<file path="config.mk">
export PLATFORM = sky130hd
export DESIGN_NAME = fetch_controller
export DESIGN_NICKNAME = d
export VERILOG_FILES = /design/src/rtl/fetch_pkg.sv /design/src/rtl/instr_fifo.sv /design/src/rtl/fetch_controller.sv
export SDC_FILE = /design/constraint.sdc
export NUM_CORES = 1
export LEC_CHECK = 0
export BUFFER_PORTS_ARGS = -buffer_cell sky130_fd_sc_hd__buf_2
export CORE_AREA = 8 8 107 90
export CTS_CLUSTER_SIZE = 30
export DETAILED_ROUTE_END_ITERATION = 10
export DIE_AREA = 0 0 115 98
export PLACE_DENSITY = 0.88
export SYNTH_ARGS = -nofsm -noshare
export SYNTH_HDL_FRONTEND = slang
export SYNTH_HIERARCHICAL = 1
export SYNTH_SLANG_ARGS = --single-unit
</file>
<file path="constraint.sdc">
create_clock -name clk -period 15.7 [get_ports clk]
set_input_delay 3.925 -clock clk [delete_from_list [all_inputs] [get_ports clk]]
set_output_delay 3.925 -clock clk [all_outputs]
set_load 0.05 [all_outputs]
</file>
<file path="src/rtl/fetch_pkg.sv">
// Shared widths, state encoding and buffer payload for the instruction fetch unit.
//   INSTR_W / ADDR_W : instruction word and byte-address widths
//   PC_STEP          : byte increment between sequential fetches
//   fetch_state_e    : FETCH (fetching) / HALTED (fetch stopped, buffer drains)
//   fetch_entry_t    : one buffered instruction with the address it came from
package fetch_pkg;

    localparam int unsigned INSTR_W = 18;
    localparam int unsigned ADDR_W  = 18;
    localparam int unsigned PC_STEP = 4;
    localparam int unsigned ENTRY_W = INSTR_W + ADDR_W;

    typedef enum logic {
        FETCH  = 1'b0,
        HALTED = 1'b1
    } fetch_state_e;

    typedef struct packed {
        logic [INSTR_W-1:0] instr;
        logic [ADDR_W-1:0]  pc;
    } fetch_entry_t;

    // Clear the byte offset so the address names a whole instruction word.
    function automatic logic [ADDR_W-1:0] word_align(input logic [ADDR_W-1:0] addr);
        return addr & ~ADDR_W'(3);
    endfunction

endpackage

</file>
<file path="src/rtl/instr_fifo.sv">
// Instruction buffer: small power-of-two FIFO with synchronous clear.
//   clk     : clock, all updates on rising edge
//   i_clear : synchronous flush (reset or redirect); overrides push/pop
//   i_push  : write i_data; accepted when not full or when popping same cycle
//   i_data  : entry to write
//   i_pop   : remove head entry; ignored when empty
//   o_data  : head entry, all zeros when empty
//   o_full  : occupancy == DEPTH
//   o_empty : occupancy == 0
module instr_fifo #(
    parameter int unsigned WIDTH = 36,
    parameter int unsigned DEPTH = 2
) (
    input  logic             clk,
    input  logic             i_clear,
    input  logic             i_push,
    input  logic [WIDTH-1:0] i_data,
    input  logic             i_pop,
    output logic [WIDTH-1:0] o_data,
    output logic             o_full,
    output logic             o_empty
);

    localparam int unsigned PTR_W = (DEPTH > 1) ? $clog2(DEPTH) : 1;
    localparam int unsigned CNT_W = PTR_W + 1;

    logic [WIDTH-1:0] r_mem [DEPTH];
    logic [PTR_W-1:0] r_wr_ptr;
    logic [PTR_W-1:0] r_rd_ptr;
    logic [CNT_W-1:0] r_count;

    logic w_do_pop;
    logic w_do_push;

    assign o_full  = (r_count == CNT_W'(DEPTH));
    assign o_empty = (r_count == '0);

    // A full buffer may still take a push when the head leaves in the same cycle.
    assign w_do_pop  = i_pop && !o_empty;
    assign w_do_push = i_push && (!o_full || w_do_pop);

    // Pointers wrap naturally because DEPTH is a power of two.
    always_ff @(posedge clk) begin
        if (i_clear) begin
            r_wr_ptr <= '0;
            r_rd_ptr <= '0;
            r_count  <= '0;
        end else begin
            if (w_do_push) begin
                r_wr_ptr <= r_wr_ptr + PTR_W'(1);
            end
            if (w_do_pop) begin
                r_rd_ptr <= r_rd_ptr + PTR_W'(1);
            end
            case ({w_do_push, w_do_pop})
                2'b10:   r_count <= r_count + CNT_W'(1);
                2'b01:   r_count <= r_count - CNT_W'(1);
                default: r_count <= r_count;
            endcase
        end
    end

    // Storage is not reset; validity is tracked by r_count alone.
    always_ff @(posedge clk) begin
        if (!i_clear && w_do_push) begin
            r_mem[r_wr_ptr] <= i_data;
        end
    end

    assign o_data = o_empty ? '0 : r_mem[r_rd_ptr];

endmodule

</file>
<file path="src/rtl/fetch_controller.sv">
// Instruction fetch controller: walks a PC through a combinational-read
// instruction memory, buffers {instr, pc} pairs for the decoder, and handles
// redirects (branch/jump) and halt requests.
//   clk, reset      : clock and synchronous active-high reset
//   imem_addr       : word-aligned fetch address (registered PC)
//   imem_rd         : instruction word for imem_addr, same cycle
//   redirect        : load redirect_pc and flush the buffer
//   redirect_pc     : redirect target byte address
//   halt            : level request to stop fetching
//   out_valid       : head entry present on out_instr / out_pc
//   out_ready       : consumer takes the head entry this cycle
//   out_instr       : head instruction (zero when buffer empty)
//   out_pc          : head instruction address (zero when buffer empty)
//   halted          : stopped and fully drained
module fetch_controller
    import fetch_pkg::*;
#(
    parameter logic [ADDR_W-1:0] RESET_PC   = 18'h00000,
    parameter int unsigned       FIFO_DEPTH = 2
) (
    input  logic               clk,
    input  logic               reset,
    output logic [ADDR_W-1:0]  imem_addr,
    input  logic [INSTR_W-1:0] imem_rd,
    input  logic               redirect,
    input  logic [ADDR_W-1:0]  redirect_pc,
    input  logic               halt,
    output logic               out_valid,
    input  logic               out_ready,
    output logic [INSTR_W-1:0] out_instr,
    output logic [ADDR_W-1:0]  out_pc,
    output logic               halted
);

    logic [ADDR_W-1:0] r_pc;
    fetch_state_e      r_state;

    logic              w_fifo_clear;
    logic              w_push;
    logic              w_pop;
    logic              w_full;
    logic              w_empty;
    fetch_entry_t      w_wr_entry;
    fetch_entry_t      w_rd_entry;

    // Redirect beats everything except reset; halt stops the push immediately.
    assign w_fifo_clear = reset || redirect;
    assign w_pop        = out_ready && !w_empty && !redirect;
    assign w_push       = (r_state == FETCH) && !halt && !redirect
                          && (!w_full || w_pop);

    assign w_wr_entry.instr = imem_rd;
    assign w_wr_entry.pc    = r_pc;

    // PC and fetch state; PC wraps modulo 2^ADDR_W on increment.
    always_ff @(posedge clk) begin
        if (reset) begin
            r_pc    <= word_align(RESET_PC);
            r_state <= FETCH;
        end else begin
            if (redirect) begin
                r_pc <= word_align(redirect_pc);
            end else if (w_push) begin
                r_pc <= r_pc + ADDR_W'(PC_STEP);
            end

            case (r_state)
                FETCH:   if (halt)  r_state <= HALTED;
                HALTED:  if (!halt) r_state <= FETCH;
                default: r_state <= FETCH;
            endcase
        end
    end

    instr_fifo #(
        .WIDTH (ENTRY_W),
        .DEPTH (FIFO_DEPTH)
    ) u_instr_fifo (
        .clk     (clk),
        .i_clear (w_fifo_clear),
        .i_push  (w_push),
        .i_data  (w_wr_entry),
        .i_pop   (w_pop),
        .o_data  (w_rd_entry),
        .o_full  (w_full),
        .o_empty (w_empty)
    );

    // Only registered PC reaches the memory address.
    assign imem_addr = word_align(r_pc);

    assign out_valid = !w_empty;
    assign out_instr = w_rd_entry.instr;
    assign out_pc    = w_rd_entry.pc;
    assign halted    = (r_state == HALTED) && w_empty;

endmodule

</file>
==> run metrics, run 1 <==
status finished, final reports clean; synth top area cells edfxtp_1 (54%), dfxtp_1 (11%), mux2i_1 (9.3%); sequential area share after synthesis 65.4%; number of synthesized flops with an enable pin a little over 70; routed len/inst 16.1 um; CP peak stage delay 0.90 ns; switch share about 26%; PD cells 97.6 nW/um2; clock buffer depth 2; antenna cells 0; vias in the first global route 2754; yosys warns 6; dpl hpwl 5760 um; area fraction of the dominant cell type after synthesis 54.3%; sequential share of power 60.7%; CP Max Fanout 23; Max Freq 151 MHz; Core Area 8030 um2; Via Count ~2700; Starting Density between 40 and 50%; Max Cap Viol 0; worst skew pair latency 0.35 ns; cts repair resizes 0; part of the power in the clock network 29.8%; Inserted Clock Buffers 9; Die Y-Extent 98 um; Hold Vio Cnt, Final 0; CP top delay family buffers and inverters; power share of the combinational group 9.5%; TNS Setup 0 ns; Post-synth ARST share 0%; Buf/Inv on CP 3; GRT overflow 0; ys flop type edfxtp_1; Vias/cell 5.28; Int Pwr 0.342 mW; Area Overhead vs Synth 18.2%; fillcell total 683; Setup Buffers After CTS 0; top-count cell post-synth edfxtp_1; Clock Sinks 94; crit end category flip-flop; Leak between 1.5 and 2 nW; final worst-path setup slack 9.08 ns; WS Path Type in -> reg; die width 115 um; Detail Route Antenna Nets 0; NetSw 0.117 mW; Core Rows 30; Commonest cells post-synth edfxtp_1 (72), nor2_1 (43), mux2i_1 (37), dfxtp_1 (22), nand2_1 (13); Syn Area/Cell approximately 13 um2; PortBufs 92; Worst Tran Pin Value 1.12 ns; Seq cells post-synth 94; utilization after layout 58.6%; CP max stage cell nor3b_2; antenna violations before repair 0; slew margin rel. 25.3%; first-pass GRT wire length 13500 um; Clock Tree Root clkbuf_8; final setup violation count 0; CTS H-Tree Depth 3; DRT Pass-1 Iters 5; Critical Path Source Type input port; largest net degree at the start of global routing 40; fin crit share 42.1%; Synth Cell Area 3980 um2; I/O Pins 97; post-route insts no fill between 500 and 600; routed wire length approximately 8300 um; Unique masters post-synth 42; Post-Place Setup Slack 8.70 ns; cell taking the most area after synthesis edfxtp_1; GPL Wtd Cong 0.752; Iter 0 DRT Violations 134; share of layout cells above drive strength 1 28.8%; worst vdd ir 0.0000415 V; die footprint ~11000 um2; CP required between 15 and 20 ns; clock transition at the registers of the reported paths approximately 0.09 ns; crit path time final 6.62 ns; DRC viols 0; Tot GR Track Use 15.2%; cells after synthesis 309; CP cell instances buf_2, a2111o_1, clkinv_1, o21ai_1, nor3b_2, buf_4; Worst EP arrival 6.63 ns; HP Class reg -> reg; cts hold-fix bufs 0; fin nets 443; TritonCTS clock tree yes; placed instance count between 500 and 600; RSZ-0062 raised after global routing false; Clock Skew about 0.012 ns; Slew Limit Fails 0
[worst paths after layout]
| kind | from | endpoint | slack [ns] | depth (start not counted) |
|---|---|---|---|---|
| setup / recovery | redirect | u_instr_fifo/r_mem[1][25]$_DFFE_PP_ | 9.08 | 6 |
| hold / removal | u_instr_fifo/r_rd_ptr$_SDFFE_PP0P_ | flip-flop | 0.53 | 2 |
| setup reg to reg | u_instr_fifo/r_count[1]$_SDFFE_PP0P_ | u_instr_fifo/r_mem[1][25]$_DFFE_PP_ | 11.96 | 7 |
| hold reg to reg | u_instr_fifo/r_rd_ptr$_SDFFE_PP0P_ | flip-flop | 0.53 | 2 |
[metrics by stage]
step | hold WS (ns) | total power [mW] | cell area (um2)
floorplan | 0.472 | 0.314 | 4000
global placement | 0.486 | 0.326 | 4540
detailed placement | 0.505 | 0.328 | 4540
CTS | 0.537 | 0.462 | 4700
global route | 0.570 | 0.478 | 4700
finish | 0.533 | 0.459 | 4700
[layer usage]
metal / vias up / global-route usage, % / wire length (um)
li1: 1314 / - / -
met5: - / 0 / 0
met1: 1317 / 18.5 / 3590
met4: 0 / 6.65 / 134
met3: 12 / 4.38 / 665
met2: 91 / 24.3 / 3940
[area by class of cell]
class | instances | area, um2 | area share [%]
multi-input combinational | 193 | 1280 | 27.3
timing repair buffer | 94 | 475 | 10.1
clock inverter | 6 | 40.0 | 0.851
tap | 112 | 140 | 2.98
clock buffer | 10 | 128 | 2.71
sequential | 94 | 2600 | 55.4
inverter | 9 | 33.8 | 0.718
[registers in the layout (all words and copies together) (netlist names), named ones only]
| signal | count |
|---|---|
| r_pc | 16 |
| u_instr_fifo/r_rd_ptr | 1 |
| u_instr_fifo/r_wr_ptr | 1 |
| u_instr_fifo/r_mem | 72 |
| u_instr_fifo/r_count | 2 |
| r_state | 1 |
[worst min-delay path: cells and delay by family (launching register included)]
| family | cells | cell delay, ns |
|---|---|---|
| flops | 1 | 0.35 |
| xor+xnor | 1 | 0.09 |
| simple gates | 1 | 0.07 |
[power groups by stage]
stage	sequential, mW	combinational, mW	clock [mW]
2_1_floorplan	0.292	0.0220	0
3_3_place_gp	0.284	0.0428	0
3_5_place_dp	0.284	0.0440	0
4_1_cts	0.278	0.0441	0.140
5_1_grt	0.280	0.0471	0.151
6_report	0.279	0.0437	0.137
[layout by cell type, fill, tap and decap left out, types with 4 or more instances in the layout]
cell type and n:
nand3_1 8, nand3b_1 6, buf_2 92, mux2i_1 37, clkinvlp_4 4, edfxtp_1 72, nand4_1 4, nor2_1 43
clkbuf_8 9, a31oi_1 8, dfxtp_1 21, o221ai_1 6, nand2_1 13, nand2b_1 9, nor3_1 5, conb_1 6
inv_1 8, a21oi_1 4, xnor2_1 7
[cell families after synthesis]
group / after synthesis / synth area share (%)
XOR/XNOR: 9 / 1.98
other: 1 / 0.0942
adder cells (fa/ha/maj): 1 / 0.314
AO/OA/AOI/OAI: 31 / 5.75
flip-flops: 94 / 65.4
buffers and inverters: 27 / 3.21
AND/OR/NAND/NOR: 107 / 13.4
multiplexers: 39 / 9.87
Note: power is estimated with default switching activity, not from simulation.
==> inputs of run 2 (changes only) <==
--- a/config.mk
+++ b/config.mk
@@ -5,11 +5,12 @@
 export SDC_FILE = /design/constraint.sdc
 export NUM_CORES = 1
 export LEC_CHECK = 0
+export ABC_AREA = 1
 export BUFFER_PORTS_ARGS = -buffer_cell sky130_fd_sc_hd__buf_2
-export CORE_AREA = 8 8 107 90
+export CORE_AREA = 8 8 109 91
 export CTS_CLUSTER_SIZE = 30
 export DETAILED_ROUTE_END_ITERATION = 10
-export DIE_AREA = 0 0 115 98
+export DIE_AREA = 0 0 117 99
 export PLACE_DENSITY = 0.88
 export SYNTH_ARGS = -nofsm -noshare
 export SYNTH_HDL_FRONTEND = slang
==> constraint.sdc (replaced) <==
create_clock -name clk -period 6.3 [get_ports clk]
set_input_delay 1.575 -clock clk [delete_from_list [all_inputs] [get_ports clk]]
set_output_delay 1.575 -clock clk [all_outputs]
set_load 0.05 [all_outputs]
==> run 2 against run 1 <==
  * Synthesized cell count increased by 39%
  * Routed wire length increased by 14%
  * Global-route usage increased by 1.6 points
  * First-iteration DRC count increased by 69%
  * Non-clock buffer count unchanged
  * Sequential power increased by 150%
  * Core utilization increased by 0.79 points
  * Hold slack got worse by 0.048 ns
  * Highest routed layer unchanged
  * Clock skew decreased by 0.0059 ns
  * Die area increased by 2.8%
  * Via count increased by 20%
  * Largest power group unchanged
  * Largest cell class unchanged
==> run metrics, run 2 <==
status finished, final reports clean; PD cells 241 nW/um2; met2 WL 4490 um; antenna violations before repair 0; Commonest cells post-synth nand2_1 (135), edfxtp_1 (72), a21oi_1 (56), inv_1 (35), nand3_1 (31); Clock Sinks 94; clock transition at the registers of the reported paths ~0.08 ns; largest net degree at the start of global routing 40; Leak a little over 2 nW; worst r2r src u_instr_fifo/r_count[0]$_SDFFE_PP0P_; worst vdd ir 0.000129 V; cts repair resizes 0; final setup violation count 0; area fraction of the dominant cell type after synthesis a little over half; Starting Density 50.7%; Clock Skew 0.00652 ns; Highest Signal Layer met4; worst skew pair latency 0.35 ns; slew margin rel. 31.1%; yosys warns 6; Max Freq approximately 280 MHz; Post-synth ARST share 0%; CP required approximately 4.7 ns; placed cell area 4680 um2; max FFs per register 72; top-count cell post-synth nand2_1; Core Rows 30; GRT overflow 0; Slew Limit Fails 0; crit path time final 3.63 ns; synth top area cells edfxtp_1 (52%), nand2_1 (12%), dfxtp_1 (11%); worst reg2reg path depth 10; TNS Setup 0 ns; antenna cells 0; Syn Area/Cell 9.65 um2; dpl hpwl 6400 um; R2R setup slack 3.44 ns; WS Path Type reg -> out; HP Class reg -> reg; top flop regs u_instr_fifo/r_mem x72, r_pc x16, u_instr_fifo/r_count x2; Tot GR Track Use 16.7%; fillcell total about 710; TritonCTS clock tree yes; Setup Buffers After CTS 0; fin nets 563; most frequent cells in the layout nand2_1 (135), buf_2 (92), edfxtp_1 (72), a21oi_1 (56), inv_1 (35); GPL Wtd Cong 0.870; fin crit share 57.7%; Unique masters post-synth 32; die width 117 um; first-pass GRT wire length 15100 um; cts hold-fix bufs 0; Worst Tran Pin Value 1.03 ns; Die Y-Extent 99 um; die footprint 11600 um2; wl on met1 4080 um; Largest Register u_instr_fifo/r_mem; Core Area 8180 um2; Worst EP arrival 2.06 ns; cell taking the most area after synthesis edfxtp_1; Seq cells post-synth 94; met3 wire length roughly 820 um; Via Count about 3300; Detail Route Antenna Nets 0; PortBufs 92; Iter 0 DRT Violations 226; Critical Path Source Type flip-flop; share of layout cells above drive strength 1 23.4%; most common cell after layout, fill and taps aside nand2_1; hold path startpoint u_instr_fifo/r_wr_ptr$_SDFFE_PP0P_; Inserted Clock Buffers 9; CTS H-Tree Depth 3; cells after synthesis 430; clock buffer depth 2; ys flop type edfxtp_1; DRT Pass-1 Iters 5; RSZ-0062 raised after global routing false; Worst Hold Path Cells 2; CP Max Fanout 37; Vias/cell between 5 and 6; sequential area share after synthesis 62.7%; DRC viols 0; routed len/inst 14.8 um; FF-to-FF End u_instr_fifo/r_mem[0][13]$_DFFE_PP_; final instance area just under 5000 um2; vias in the first global route 3111; Max Cap Viol 0; crit end category primary output; Clock Tree Root clkbuf_8; Hold Vio Cnt, Final 0; Synth Cell Area 4150 um2; routed wire length 9470 um; number of synthesized flops with an enable pin 72; I/O Pins 97; Area Overhead vs Synth 17.1%; Hold EP u_instr_fifo/r_wr_ptr$_SDFFE_PP0P_
==> run 2: cell count changes after synthesis, moves of 5 or more <==
cell and change:
inv_1 +27, a31oi_1 -7, nand3_1 +23, mux2i_1 -36, buf_2 +5, o221ai_1 -6
nor3_1 -5, nand2_1 +122, a21oi_1 +52, nor2_1 -18, nand3b_1 -5, nand2b_1 -9
==> run 2: worst max-delay path by stage <==
stage,startpoint,end,slack [ns],depth (start not counted)
5_1_grt,flip-flop,out_pc[7],2.49,5
4_1_cts,flip-flop,out_pc[7],2.63,5
3_5_place_dp,redirect,u_instr_fifo/r_mem[0][18]$_DFFE_PP_,2.32,10
2_1_floorplan,redirect,u_instr_fifo/r_mem[1][0]$_DFFE_PP_,1.10,9
3_3_place_gp,redirect,u_instr_fifo/r_mem[0][34]$_DFFE_PP_,2.39,10
6_report,flip-flop,out_pc[7],2.67,5
==> run 2: final cells by class <==
| class | instances | area, um2 | area share (%) |
|---|---|---|---|
| multi-input combinational | 285 | 1320 | 27.1 |
| clock inverter | 6 | 52.6 | 1.08 |
| clock buffer | 10 | 128 | 2.63 |
| sequential | 94 | 2600 | 53.6 |
| timing repair buffer | 94 | 475 | 9.79 |
| inverter | 37 | 140 | 2.89 |
| tap | 112 | 140 | 2.89 |
==> run 2: report_power, final <==
part	internal [mW]	leakage, nW	switching [mW]
Clock	0.150	0.0854	0.212
Combinational	0.0311	1.14	0.0843
Sequential	0.679	0.825	0.0167
==> run 2: worst max-delay path, stage by stage, from the launching register on <==
cell	delay, ns
dfxtp_1	0.31
buf_4	0.25
inv_2	0.51
nand2_1	0.10
a21oi_1	0.20
buf_2	0.30
==> run 2: cells by family (layout without fill, tap and decap cells) <==
kind of cell	Yosys count	count (layout)	synth area share, %
other	1	6	0.0904
multiplexers	1	1	0.241
flip-flops	94	94	62.7
AND/OR/NAND/NOR	206	206	21.0
AO/OA/AOI/OAI	68	68	8.78
adder cells (fa/ha/maj)	1	1	0.302
XOR/XNOR	3	3	0.634
buffers and inverters	56	147	6.24
==> run 2: metal layers <==
layer / vias up / GRT usage (%)
li1: 1613 / -
met5: - / 0
met4: 0 / 3.63
met2: 144 / 26.6
met3: 10 / 5.44
met1: 1511 / 21.7
==> run 2: stage by stage <==
stage	cells	power, mW	utilization (%)	hold WS, ns	setup slack (ns)
after CTS	638	1.19	59.3	0.483	2.63
after global routing	638	1.23	59.3	0.523	2.49
after global placement	622	0.820	57.1	0.454	2.39
after floorplan	435	0.788	-	0.443	1.10
final	638	1.17	59.3	0.486	2.67
after detailed placement	622	0.825	57.1	0.471	2.32
==> inputs of run 3 (changes only) <==
==> constraint.sdc (replaced) <==
create_clock -name clk -period 3.7 [get_ports clk]
set_input_delay 0.925 -clock clk [delete_from_list [all_inputs] [get_ports clk]]
set_output_delay 0.925 -clock clk [all_outputs]
set_load 0.05 [all_outputs]
==> run 3 against run 2 <==
  * Worst setup slack got worse by 1.7 ns
  * Power rose by 73%
  * Final cell count rose by 0.31%
  * Highest routed layer unchanged
  * Largest power group unchanged
==> run metrics, run 3 (synthesized netlist as in run 2, its figures left out) <==
Vias/cell approximately 5; I/O Pins 97; first-pass GRT wire length approximately 15000 um; Iter 0 DRT Violations around 280; fin crit share 72.6%; final instance area 4890 um2; placed cell area about 4700 um2; PD cells just over 400 nW/um2; slew margin rel. 58.2%; Tot GR Track Use roughly 17%; crit end category primary output; status finished, final reports clean; Worst Tran Pin Value 0.625 ns; FF-to-FF End u_instr_fifo/r_mem[0][3]$_DFFE_PP_; Slew Limit Fails 0; CP required 2.77 ns; area of the multi-input gates 1320 um2; GPL Wtd Cong 0.871; Worst EP arrival 1.76 ns; TritonCTS clock tree yes; Max Cap Viol 0; most common cell after layout, fill and taps aside nand2_1; RSZ-0062 raised after global routing false; crit path time final 2.69 ns; PortBufs slightly above 90; HP Class reg -> reg; worst skew pair latency 0.36 ns; share of layout cells above drive strength 1 23.9%; WS Path Type reg -> out; most frequent cells in the layout nand2_1 (135), buf_2 (92), edfxtp_1 (72), a21oi_1 (56), inv_1 (35); Hold EP u_instr_fifo/r_wr_ptr$_SDFFE_PP0P_; post-route insts no fill 640; largest net degree at the start of global routing 39; Max Freq 372 MHz; TNS Setup 0 ns; vias in the first global route 3262; worst reg2reg path depth 11; clock buffer depth 2; routed wire length 9590 um; Starting Density 50.7%; Largest Register u_instr_fifo/r_mem; hold path startpoint u_instr_fifo/r_wr_ptr$_SDFFE_PP0P_; Core Area ~8200 um2; register area 2600 um2; fin nets 565; worst r2r src u_instr_fifo/r_count[0]$_SDFFE_PP0P_; Clock Tree Root clkbuf_8; DRC viols 0; top flop regs u_instr_fifo/r_mem x72, r_pc x16, u_instr_fifo/r_count x2; Die Y-Extent between 90 and 100 um; cts repair resizes 0; final setup violation count 0; Critical Path Source Type flip-flop; clock transition at the registers of the reported paths 0.09 ns; dpl hpwl 6630 um; worst vdd ir 0.000176 V; Inserted Clock Buffers 9; Via Count 3275; cts hold-fix bufs 0; die footprint about 12000 um2; DRT Pass-1 Iters 4; die width about 120 um; CP Max Fanout 36; fillcell total around 700; Worst Hold Path Cells 2; Setup Buffers After CTS 0; antenna cells 0; Hold Vio Cnt, Final 0; placed instance count 624; GRT overflow 0; Leak 2.08 nW; CTS H-Tree Depth 3; Area Overhead vs Synth 17.9%; routed len/inst between 10 and 15 um; antenna violations before repair 0; R2R setup slack between 1 and 1.5 ns; Detail Route Antenna Nets 0; Clock Sinks 94; Core Rows 30; max FFs per register 72; Clock Skew 0.0131 ns
[run 3: changes by cell type in the layout (fill, tap and decap cells not counted), sizes merged]
| cell | delta |
|---|---|
| buf | +2 |
| clkinv | +3 |
| clkinvlp | -2 |
| clkbuf | -1 |
[run 3: per-stage QoR]
stage | setup slack (ns) | hold slack, ns | power, mW | util, %
2_1_floorplan | 0.0126 | 0.444 | 1.34 | -
3_3_place_gp | 0.766 | 0.453 | 1.40 | 57.4
3_5_place_dp | 0.696 | 0.462 | 1.41 | 57.4
4_1_cts | 0.996 | 0.475 | 2.04 | 59.7
5_1_grt | 0.835 | 0.503 | 2.10 | 59.7
6_report | 1.01 | 0.481 | 2.02 | 59.7
[run 3: layer usage]
metal,vias up,share of wire [%],global-route usage (%),routed length (um)
met4,0,0.91,4.72,87
met2,145,47,27.9,4520
met5,-,0,0,0
met1,1507,43,21.8,4080
met3,10,9.4,4.58,900
li1,1613,-,-,-
[run 3: final cells by class]
class	count	area share, %
clock buffers	9	2.53
clock inverters	7	1.38
inverters	37	2.87
multi-input cells	285	27.1
flip-flops and latches	94	53.2
well taps	112	2.87
repair buffers	96	10.0
[run 3: worst max-delay path: stages, from the launching register on]
cell	delay [ns]
dfxtp_1	0.33
inv_2	0.45
nand2_1	0.12
a21oi_1	0.20
buf_2	0.30
[run 3: how the worst max path moves through the flow]
stage / startpoint / to / slack, ns / depth (start not counted)
CTS: flip-flop / out_pc[7] / 1.0 / 4
floorplan: redirect / u_instr_fifo/r_mem[0][0]$_DFFE_PP_ / 0.01 / 11
global route: flip-flop / out_pc[7] / 0.83 / 4
global placement: redirect / u_instr_fifo/r_mem[0][29]$_DFFE_PP_ / 0.77 / 11
detailed placement: redirect / u_instr_fifo/r_mem[0][21]$_DFFE_PP_ / 0.70 / 11
finish: flip-flop / out_instr[17] / 1.01 / 4
[run 3: power by group]
group / internal (mW) / switching (mW)
sequential: 1.16 / 0.0290
clock: 0.260 / 0.380
combinational: 0.0535 / 0.144
